### src/rtl/study_model_pkg.sv
// study_pkg: shared types and constants for the study-mode block
package study_pkg;
  typedef enum logic [1:0] {IDLE, GUIDE, DONE} state_t;
  localparam logic [2:0] DO = 3'd1, RE = 3'd2, MI = 3'd3, FA = 3'd4, SO = 3'd5, LA = 3'd6, SI = 3'd7;
  localparam logic [4:0] LEN1 = 5'd14, LEN2 = 5'd15, LEN3 = 5'd14;
  localparam int MAX_LEN = 31;
endpackage

### src/rtl/study_model_song_rom.sv
// song_rom: built-in song library, note number and length per song
module song_rom
  import study_pkg::*;
(
  input  logic [2:0] sel,
  input  logic [4:0] idx,
  output logic [2:0] note,
  output logic [4:0] len
);
  localparam logic [2:0] S1 [16] = '{DO, DO, SO, SO, LA, LA, SO, FA, FA, MI, MI, RE, RE, DO, 3'd0, 3'd0};
  localparam logic [2:0] S2 [16] = '{MI, MI, FA, SO, SO, FA, MI, RE, DO, DO, RE, MI, MI, RE, RE, 3'd0};
  localparam logic [2:0] S3 [16] = '{DO, RE, MI, FA, SO, LA, SI, SI, LA, SO, FA, MI, RE, DO, 3'd0, 3'd0};
  // invalid songs have length 0, so every index is out of range and yields note 0
  always_comb begin
    len = sel == 3'd1 ? LEN1 : sel == 3'd2 ? LEN2 : sel == 3'd3 ? LEN3 : 5'd0;
    note = idx >= len ? 3'd0 : sel == 3'd1 ? S1[idx[3:0]] : sel == 3'd2 ? S2[idx[3:0]] : S3[idx[3:0]];
  end
endmodule

### config.mk
export PLATFORM = sky130hd
export DESIGN_NAME = song_rom
export DESIGN_NICKNAME = d
export VERILOG_FILES = /design/src/rtl/study_model_pkg.sv /design/src/rtl/study_model_song_rom.sv
export SDC_FILE = /design/constraint.sdc
export NUM_CORES = 1
export LEC_CHECK = 0
export CAP_MARGIN = 40
export CORE_AREA = 5 5 42 44
export DETAILED_ROUTE_END_ITERATION = 6
export DIE_AREA = 0 0 47 49
export MAX_ROUTING_LAYER = met4
export PLACE_DENSITY = 0.65
export SLEW_MARGIN = 20
export SYNTH_ARGS = -nofsm -noshare
export SYNTH_HDL_FRONTEND = slang
export SYNTH_SLANG_ARGS = --single-unit
### constraint.sdc
create_clock -name vclk -period 2.57
set_input_delay 0.514 -clock vclk [all_inputs]
set_output_delay 0.514 -clock vclk [all_outputs]
set_load 0.03 [all_outputs]
Word-level counts from Yosys, hierarchy flattened
Memories as Yosys holds them, arrays and structs flattened. Index checks and enable logic that the tools add are counted.

Bits in registers: 0. Latch bits: 0. Bits in writable memories: 0. Memory bits (read-only): 144. Input bits: 8. Output and inout bits: 8. Memories: 3.

$add $sub $neg: 0. Multipliers: 0. Divide/modulo/power cells: 0. Order comparisons: 2. Eq/ne operators: 3. Shift-type cells: 0. Multiplexer cells: 12. Bitwise gates (word level): 1. Reductions and logical operators: 0.

Memory list: (no name shown) (words 16, bits a word 3, read ports 1, clocked after memory_dff 0, wr ports 0, line study_model_song_rom.sv:16) `note = idx >= len ? 3'd0 : sel == 3'd1 ? S1[idx[3:0]] : sel == 3'd2 ? S2[idx[3:0]] : S3[idx[3:0]];`; (no name shown) (words 16, bits a word 3, read ports 1, clocked after memory_dff 0, wr ports 0, line study_model_song_rom.sv:16); (no name shown) (words 16, bits a word 3, read ports 1, clocked after memory_dff 0, wr ports 0, line study_model_song_rom.sv:16).

Operator list (number): 2-to-1 mux 3 bit (9); 2-to-1 mux 4 bit (3); == test 3 x 2 -> 1 bit, second input constant (2); >= comparator 5 x 4 -> 1 bit (1); >= comparator 5 bit, second input constant (1); NOT 4 -> 5 bit (1); == test 3 x 1 -> 1 bit, second input constant (1).

Longest topological paths before layout
Depth in word-level cells: 7. Depth in mapped cells: 7.

Worst setup path after synthesis
OpenSTA, ideal clock, no wires.

Kind: input -> output. From: in sel[0]. To: out note[2]. Data arrival time: 2647 ps. Slack: -591 ps. Stages: 7. Buffers on the path: 0. Cells stage by stage: nor3b_4 > ha_1 > nand2b_1 > a21oi_1 > o21ai_0 > a21o_1 > a311oi_1.

Cells in the longest elaborated chain, start to end: 6. Elaborated cells between the ends (all ways): 10. Those cells by class: order compare: 1; eq/ne: 3; mux: 6.

Ends and longest elaborated chain: start, declared (line study_model_song_rom.sv:5) `input logic [2:0] sel,`; == test 3 x 2 -> 1 bit (line study_model_song_rom.sv:15) `len = sel == 3'd1 ? LEN1 : sel == 3'd2 ? LEN2 : sel == 3'd3 ? LEN3 : 5'd0;`; 2-to-1 mux 4 bit (3 in series) (line study_model_song_rom.sv:15); >= comparator 5 x 4 -> 1 bit (line study_model_song_rom.sv:16); 2-to-1 mux 3 bit (*) (line study_model_song_rom.sv:16); end, declared (line study_model_song_rom.sv:7) `output logic [2:0] note,`.

Every way passes the cells marked *; elsewhere a longest branch is shown, timed or not.

Worst setup path after layout
Same ends and word-level chain as after synthesis.

==> results.ini <==
[status]
outcome = finished with violations
violations = negative setup slack

[logic_synthesis]
syn_area_um2 = 478
synth_top_area_share_pct = 26.2
synth_common_cells = ha_1, nor2_1, a21oi_1
synthCells = 66
yosysMostFrequentCell = ha_1
synth.area.top_cells = ha_1, buf_4, a21oi_1
synthXorXnorAreaFrac_pct = 0
yosysSeqAreaShare_pct = 0
synth_top_family_by_area = compound AO/OA/AOI/OAI gates
synth-simple-area-share_pct = 28.0
synth-compound-area-share_pct = 30.9
syn_nets = 84
yosysWarnings = 0
synth_top_cell_by_area = ha_1
synth.area.mux_share_pct = 0
synth_cell_types = 31
synth_fa_ha_area_share_pct = 26.2
synth_area_per_cell_um2 = 7.24

[setup_path]
crit_buf_inv = 2
path_class = input pin to output pin
path_depth = 9
slowest_delay_ns = 0.25
start_kind = input pin
cp_data_required_time_ns = 2.06
crit_family = compound AO/OA/AOI/OAI gates
worstPathCellList = buf_8 > nor3b_4 > ha_1 > nand2b_4 > a21oi_2 > o21ai_1 > a21o_1 > a311oi_4 > buf_6
cp_max_fo = 3
arrival_ns = 2.07
endpoint = note[2]
cpMaxStageDelayCell = ha_1
cp-startpoint = sel[0]
cp-end-kind = output pin

[route]
drc = 0
num_vias = 572
drt_pass1_iterations = 4
vias_per_cell = 4.97
drt_iter0_drc = 3
ant_nets = 0
wl_per_cell_um = 12.5
drt-total-wl_mm = 1.44

[timing]
hold_viol = 0
max_freq_mhz = 387
setup_violations = 1
rsz0062_at_grt = true
final.setup.worst_slack_ns = -0.0145
min_period_over_period_pct = 101
drv_slew = 0
min_period_ns = 2.58

[worst_hold_path]
hold_path_startpoint = sel[0]
hold_class = input pin to output pin

[finish]
diodes = 0
layoutNonFillerInstCount = 115
drive_gt1_share_pct = 51.5
final-seq-area_um2 = 0
fillCellCount = 127
layout-area-overhead-vs-synth_pct = 79.6
nClkBuffers = 0
seq_cells = 0
multiInputGateArea_um2 = 484
final_area_um2 = 858
fin_nets = 119

[grt]
grtUsageTotal_pct = 13.8
grt_pass1_wl_mm = 2.43
grt_max_degree = 11
grt-ovfl-total = 0
antenna_found_initial = 0
grt_pass1_vias = 560

[placed_design]
portBuffers = 15
hpwlAfterDp_mm = 1.13
gp_congestion = 0.803
place_area_um2 = 787
dp_cells = 113
dp_slack_ns = -0.440

[floorplanning]
ioPinCount = 16
die_y_um = 49
row_count = 14
fp.dieW_um = 47
fp.coreArea_um2 = 1400
die_area_um2 = 2300
start_util_pct = 34.1

[run]
drv_cap = 0

[power_and_ir_drop]
power_density_nw_per_um2 = 181
ir_worst_vdd_v = 0.0000869
p_leak_nw = 0.414

[clock_tree]
cts.hold.buffers_added = 0

layout by cell type, fill, tap and decap left out, types with 2 or more instances in the layout:
cell type | Yosys | final
a21oi_1 | 5 | 2
inv_2 | 1 | 4
ha_1 | 10 | 10
nand2_1 | 3 | 3
dlygate4sd2_1 | 0 | 3
nor2_1 | 6 | 4
a21o_1 | 2 | 2
a21oi_2 | 0 | 3
o21ai_1 | 1 | 2
o211ai_1 | 2 | 2
buf_6 | 1 | 5
a211o_1 | 2 | 2
nand2b_1 | 4 | 3
buf_4 | 4 | 29
area by class of cell:
type / instances / area share, %
inverter: 5 / 2.19
multi-input combinational: 54 / 56.4
tap: 16 / 2.33
timing repair buffer: 40 / 39.1
worst min-delay path by stage:
stage,end,depth (start not counted)
after detailed placement,note[0],4
after global routing,len[0],5
after global placement,note[0],4
after CTS,len[0],5
final,len[0],5
after floorplan,len[0],1
per-stage QoR:
step | utilization [%] | power [mW] | hold WS [ns] | TNS [ns]
after global placement | 56.2 | 0.137 | 1.90 | -1.09
after CTS | 58.7 | 0.146 | 1.60 | 0
after detailed placement | 56.2 | 0.139 | 1.90 | -1.13
after floorplan | - | 0.0811 | 1.09 | -0.501
after global routing | 61.3 | 0.169 | 1.62 | -0.0936
final | 61.3 | 0.155 | 1.60 | -0.0145
cells by family (layout without fill, tap and decap cells):
logic type / after synthesis / after routing
and+or+nand+nor: 22 / 22
adders and majority gates: 10 / 10
other: 1 / 1
buffers and inverters: 12 / 45
AOI/OAI and AO/OA: 21 / 21
power breakdown:
group / switching, mW / internal [mW]
sequential: 0 / 0
combinational: 0.0768 / 0.0783
clock: 0 / 0
tightest hold or removal path, cell delays in order:
cell and delay (ns):
buf_8 0.08, nor3b_4 0.04, buf_4 0.12, buf_4 0.16, buf_4 0.17
routing by layer:
| layer | vias to the layer above | GRT usage, % | wire length, um |
|---|---|---|---|
| met1 | 253 | 18.0 | 603 |
| li1 | 303 | - | - |
| met2 | 12 | 22.9 | 759 |
| met5 | - | - | 0 |
| met3 | 4 | 0.738 | 44 |
| met4 | 0 | 2.76 | 32 |
repair_timing:
action | in CTS | in global routing
gates resized for setup | 32 | 6
setup buffers | 1 | 1
pin swaps | 10 | 2
setup endpoints to repair | 3 | 3
endpoints found under the hold margin | 0 | 0
No activity file was read; power rests on OpenSTA's default activity.
